<file path="src/rtl/alu_seq_pkg.sv">
// Shared encodings for the byte-serial 16-bit ALU sequencer.
package alu_seq_pkg;

   typedef enum logic [1:0] {
      OP_ADD  = 2'd0,
      OP_SUB  = 2'd1,
      OP_NAND = 2'd2,
      OP_ILL  = 2'd3
   } op_e;

   typedef enum logic [2:0] {
      ST_IDLE = 3'd0,
      ST_LO   = 3'd1,
      ST_HI   = 3'd2,
      ST_FIX  = 3'd3,
      ST_DONE = 3'd4
   } state_e;

   localparam int unsigned OPW = 16;
   localparam int unsigned DPW = 8;

endpackage

</file>
<file path="src/rtl/alu_seq_alu.sv">
// 8-bit combinational ALU: add, subtract (carry = no-borrow), nand.
module alu_seq_alu
   import alu_seq_pkg::*;
(
   input  logic [DPW-1:0] a_i,
   input  logic [DPW-1:0] b_i,
   input  op_e            op_i,
   output logic [DPW-1:0] res_o,
   output logic           carry_o,
   output logic           zero_o
);

   logic [DPW:0] sum;

   always_comb begin
      sum     = {1'b0, a_i} + {1'b0, b_i};
      res_o   = '0;
      carry_o = 1'b0;
      case (op_i)
         OP_ADD: begin
            res_o   = sum[DPW-1:0];
            carry_o = sum[DPW];
         end
         OP_SUB: begin
            res_o   = a_i - b_i;
            carry_o = (a_i >= b_i);
         end
         OP_NAND: res_o = ~(a_i & b_i);
         default: ;
      endcase
      zero_o = (res_o == '0);
   end

endmodule

</file>
<file path="src/rtl/alu_seq.sv">
// 16-bit ALU built from one time-shared 8-bit ALU: low byte, high byte, optional carry fix.
//  state | meaning
//  IDLE  | ready for a command
//  LO    | low byte pass
//  HI    | high byte pass
//  FIX   | propagate low-byte carry/borrow into high byte
//  DONE  | response held until consumer takes it
module alu_seq
   import alu_seq_pkg::*;
(
   input  logic           clk_i,
   input  logic           rst_i,
   input  logic           cmd_valid_i,
   output logic           cmd_ready_o,
   input  logic [1:0]     cmd_op_i,
   input  logic [OPW-1:0] cmd_a_i,
   input  logic [OPW-1:0] cmd_b_i,
   output logic           rsp_valid_o,
   input  logic           rsp_ready_i,
   output logic [OPW-1:0] rsp_data_o,
   output logic           rsp_zero_o,
   output logic           rsp_carry_o
);

   state_e           state_q, state_d;
   op_e              op_q;
   logic [OPW-1:0]   a_q, b_q;
   logic [DPW-1:0]   res_lo_q, res_hi_q;
   logic             c_lo_q, c_hi_q;
   logic [OPW-1:0]   rsp_data_q;
   logic             rsp_zero_q, rsp_carry_q;

   logic [DPW-1:0]   alu_a, alu_b, alu_res;
   op_e              alu_op;
   logic             alu_carry, alu_zero;
   logic             accept, fix_needed, load_rsp;
   logic [OPW-1:0]   fin_data;
   logic             fin_zero, fin_carry;

   assign accept     = (state_q == ST_IDLE) && cmd_valid_i;
   assign fix_needed = ((op_q == OP_ADD) && c_lo_q) || ((op_q == OP_SUB) && !c_lo_q);

   always_comb begin
      state_d = state_q;
      case (state_q)
         ST_IDLE: if (cmd_valid_i) state_d = ST_LO;
         ST_LO:   state_d = ST_HI;
         ST_HI:   state_d = fix_needed ? ST_FIX : ST_DONE;
         ST_FIX:  state_d = ST_DONE;
         ST_DONE: if (rsp_ready_i) state_d = ST_IDLE;
         default: state_d = ST_IDLE;
      endcase
   end

   always_comb begin
      alu_a     = '0;
      alu_b     = '0;
      alu_op    = op_q;
      load_rsp  = 1'b0;
      fin_carry = 1'b0;
      case (state_q)
         ST_LO: begin
            alu_a = a_q[DPW-1:0];
            alu_b = b_q[DPW-1:0];
         end
         ST_HI: begin
            alu_a     = a_q[OPW-1:DPW];
            alu_b     = b_q[OPW-1:DPW];
            load_rsp  = !fix_needed;
            fin_carry = alu_carry;
         end
         ST_FIX: begin
            alu_a     = res_hi_q;
            alu_b     = 8'h01;
            load_rsp  = 1'b1;
            fin_carry = (op_q == OP_SUB) ? (c_hi_q & alu_carry) : (c_hi_q | alu_carry);
         end
         default: ;
      endcase
      // the high byte is always the current ALU output when the response is loaded
      fin_data = {alu_res, res_lo_q};
      fin_zero = alu_zero && (res_lo_q == '0);
      if (op_q == OP_ILL) begin
         fin_data  = '0;
         fin_zero  = 1'b1;
         fin_carry = 1'b0;
      end
   end

   alu_seq_alu u_alu (
      .a_i     (alu_a),
      .b_i     (alu_b),
      .op_i    (alu_op),
      .res_o   (alu_res),
      .carry_o (alu_carry),
      .zero_o  (alu_zero)
   );

   always_ff @(posedge clk_i) begin
      if (rst_i) begin
         state_q     <= ST_IDLE;
         op_q        <= OP_ADD;
         a_q         <= '0;
         b_q         <= '0;
         res_lo_q    <= '0;
         res_hi_q    <= '0;
         c_lo_q      <= 1'b0;
         c_hi_q      <= 1'b0;
         rsp_data_q  <= '0;
         rsp_zero_q  <= 1'b0;
         rsp_carry_q <= 1'b0;
      end else begin
         state_q <= state_d;
         if (accept) begin
            op_q <= op_e'(cmd_op_i);
            a_q  <= cmd_a_i;
            b_q  <= cmd_b_i;
         end
         if (state_q == ST_LO) begin
            res_lo_q <= alu_res;
            c_lo_q   <= alu_carry;
         end
         if (state_q == ST_HI) begin
            res_hi_q <= alu_res;
            c_hi_q   <= alu_carry;
         end
         if (load_rsp) begin
            rsp_data_q  <= fin_data;
            rsp_zero_q  <= fin_zero;
            rsp_carry_q <= fin_carry;
         end
      end
   end

   assign cmd_ready_o = (state_q == ST_IDLE);
   assign rsp_valid_o = (state_q == ST_DONE);
   assign rsp_data_o  = rsp_data_q;
   assign rsp_zero_o  = rsp_zero_q;
   assign rsp_carry_o = rsp_carry_q;

endmodule

</file>
<file path="config.mk">
export PLATFORM = sky130hd
export DESIGN_NAME = alu_seq
export DESIGN_NICKNAME = d
export VERILOG_FILES = /design/src/rtl/alu_seq_pkg.sv /design/src/rtl/alu_seq_alu.sv /design/src/rtl/alu_seq.sv
export SDC_FILE = /design/constraint.sdc
export NUM_CORES = 1
export LEC_CHECK = 0
export BUFFER_PORTS_ARGS = -buffer_cell sky130_fd_sc_hd__buf_2
export CAP_MARGIN = 20
export CORE_MARGIN = 4
export CORE_UTILIZATION = 40
export CTS_BUF_LIST = sky130_fd_sc_hd__clkbuf_8 sky130_fd_sc_hd__clkbuf_16
export CTS_CLUSTER_SIZE = 14
export DETAILED_ROUTE_END_ITERATION = 10
export PLACE_DENSITY = 0.72
export SLEW_MARGIN = 20
export SYNTH_ARGS = -nofsm -noshare
export SYNTH_HDL_FRONTEND = slang
export SYNTH_SLANG_ARGS = --single-unit
export TNS_END_PERCENT = 1
</file>
<file path="constraint.sdc">
create_clock -name clk_i -period 4.3 [get_ports clk_i]
set_clock_uncertainty 0.15 [all_clocks]
set_input_delay 0.86 -clock clk_i [delete_from_list [all_inputs] [get_ports clk_i]]
set_output_delay 0.86 -clock clk_i [all_outputs]
set_load 0.005 [all_outputs]
</file>
==> results.toml <==
[cells_and_area]
mostFrequentLayoutCells = "nand2_1, dfxtp_1, a21oi_1"
area_growth_pct = 16.4
finalNonFillerCells = 657
final_common_cell = "nand2_1"
nets = 579
drive_above_1_share_pct = 18.2
insertedDiodeCount = 0

[sta]
period_share_pct = 94.6
worstMarginPinSlew_ns = 1.05
min_period_ns = 4.07
fmax_ghz = 0.246
finalSetupViolations = 0
tns_ns = 0
maxSlewViolCount = 0
relSlewSlack_pct = 30.2
rsz0062_at_grt = "no"
finalHoldViolations = 0

[detailed_routing]
wl_per_cell_um = 15.7
viasPerCell = 5.25
drtIter0Drc = 286
routed_wl_mm = 10.3
ant_nets = 0
vias = 3450
drt_pass1_iterations = 4
drc = 0

[clock_tree]
insertion_delay_ns = 0.37
cts_tree = "built"
cts.hold.buffers_added = 0
cts_buffers = 9
cts_buffer_depth = 2
post_cts_buffers = 0
clkSlewWorstSetupHoldPaths_ns = 0.08
cts_sinks = 73
htree_num_levels = 3
root_buffer = "clkbuf_8"

[placed_design]
gp_congestion = 0.887
placed_cells = 641
dpl.hpwl_mm = 7.76
port_buffers = 57

[global_routing]
overflow = 0
first_global_vias = 3363
grt_pass1_wl_mm = 17.1
antenna_found_initial = 0
grt_max_degree = 47
track_usage_pct = 19.3

[floorplanning]
core_area_mm2 = 0.00924
fp-row-count = 35
pin_count = 58
chipWidth_um = 106
die-area_mm2 = 0.0111
start_util_pct = 41.2
die_h_um = 106

[yosys]
synth_async_sr_flop_share_pct = 0
synth_ff_type = "dfxtp_1"
synth_edf_count = 0
ys_seq_area_share_pct = 38.4
synth_cells = 483
yosysUniqueCellTypes = 57
syn_nets = 539
synth-seq-cells = 73
yosysWarnings = 0
syn-cell-area_mm2 = 0.00380
avgSynthCellArea_um2 = 7.88

[pwr]
ir_drop_mv = 0.187
p_total_mw = 1.78
p_leak_nw = 1.79
powerDensity_mw_per_mm2 = 402

[critical_path]
criticalPathCategory = "reg -> reg"
startpoint_type = "flip-flop"
worstPathMaxFanout = 11
cp_data_required_time_ns = 4.46
end_kind = "flip-flop"
critical_path_arrival_ns = 4.23

[worst_hold_path]
hold_path.class = "reg -> reg"

[run]
cap_violations = 0

[outcome]
status = "complete, no violations"
==> power breakdown <==
part / internal (mW) / switching, mW / total [mW]
Combinational: 0.115 / 0.168 / 0.283
Sequential: 0.718 / 0.0405 / 0.759
Clock: 0.463 / 0.274 / 0.737
==> state kept, by name (all words and copies together) (netlist names) <==
signal / cells
c_lo_q: 1
state_q: 3
b_q: 16
rsp_zero_o: 1
alu_op: 2
a_q: 16
rsp_data_o: 16
res_hi_q: 8
c_hi_q: 1
res_lo_q: 8
rsp_carry_o: 1
==> worst paths after layout <==
check | from | to | slack, ns | cells past startpoint
worst min register to register | rsp_data_o[0] | rsp_data_o[0] | 0.30 | 2
worst min-delay path | rsp_data_o[0] | rsp_data_o[0] | 0.30 | 2
worst max register to register | state_q[0] | rsp_zero_o | 0.23 | 11
worst max-delay path | state_q[0] | rsp_zero_o | 0.23 | 11
==> cell families after synthesis <==
kind of cell | after synthesis | synth area share (%)
buffers and inverters | 50 | 5.53
adders and majority gates | 18 | 6.32
DFF | 73 | 38.4
and+or+nand+nor | 187 | 21.7
muxes | 12 | 3.22
xor gates and xnor gates | 11 | 2.53
AOI/OAI and AO/OA | 132 | 22.3
==> synth_stat cells (3+ instances only) <==
| cell | number | area [um2] |
|---|---|---|
| clkbuf_1 | 23 | 86.3 |
| o22ai_1 | 3 | 18.8 |
| nor3_1 | 8 | 40.0 |
| inv_1 | 15 | 56.3 |
| xnor2_1 | 9 | 78.8 |
| nor2_1 | 53 | 199 |
| a211oi_1 | 25 | 188 |
| o31ai_1 | 4 | 30.0 |
| a21oi_1 | 63 | 315 |
| buf_2 | 9 | 45.0 |
| dfxtp_1 | 73 | 1460 |
| nand2_1 | 87 | 327 |
| o21ai_0 | 8 | 40.0 |
| nor2b_1 | 4 | 25.0 |
| a31oi_1 | 3 | 18.8 |
| nand3_1 | 8 | 40.0 |
| nand2b_1 | 6 | 37.5 |
| ha_1 | 16 | 200 |
| a21o_1 | 3 | 22.5 |
| a22oi_1 | 8 | 60.1 |
| mux2i_1 | 10 | 100 |
==> worst max-delay path, cell delays in order, from the launching register on <==
cell and delay (ns):
dfxtp_1 0.55, clkinv_1 0.37, nor3_2 0.57, a22oi_1 0.31
fa_1 0.52, a21o_1 0.23, a311oi_2 0.26, xor2_1 0.20
o22ai_1 0.10, a21oi_1 0.39, and3_1 0.23, a31o_1 0.13
==> repair_timing <==
item | 4_1_cts | 5_1_grt
resized for setup | 0 | 1
setup endpoints to repair | 0 | 1
endpoints found under the hold margin | 0 | 0
==> layer usage <==
| metal | global-route usage, % | part of all wire (%) |
|---|---|---|
| met1 | 24.6 | 45 |
| met2 | 31.1 | 47 |
| met3 | 5.45 | 5.3 |
| met4 | 6.85 | 2.7 |
| met5 | 0 | 0 |
==> metrics by stage <==
stage / instance area [um2] / hold WS (ns) / utilization [%] / setup WS [ns]
5_1_grt: 4430 / 0.334 / 47.9 / 0.0105
2_1_floorplan: 3800 / 0.283 / - / 1.10
3_5_place_dp: 4150 / 0.296 / 44.9 / 0.290
3_3_place_gp: 4150 / 0.290 / 44.9 / 0.494
6_report: 4430 / 0.303 / 47.9 / 0.233
4_1_cts: 4430 / 0.307 / 47.9 / 0.276
==> area by class of cell <==
cell class	count	area (um2)
inverters	16	60.1
fillers	916	4810
clock buffers	10	138
flip-flops and latches	73	1460
repair buffers	63	330
multi-input cells	360	2140
well taps	129	161
clock inverters	6	138
Note: power is estimated with default switching activity, not from simulation.
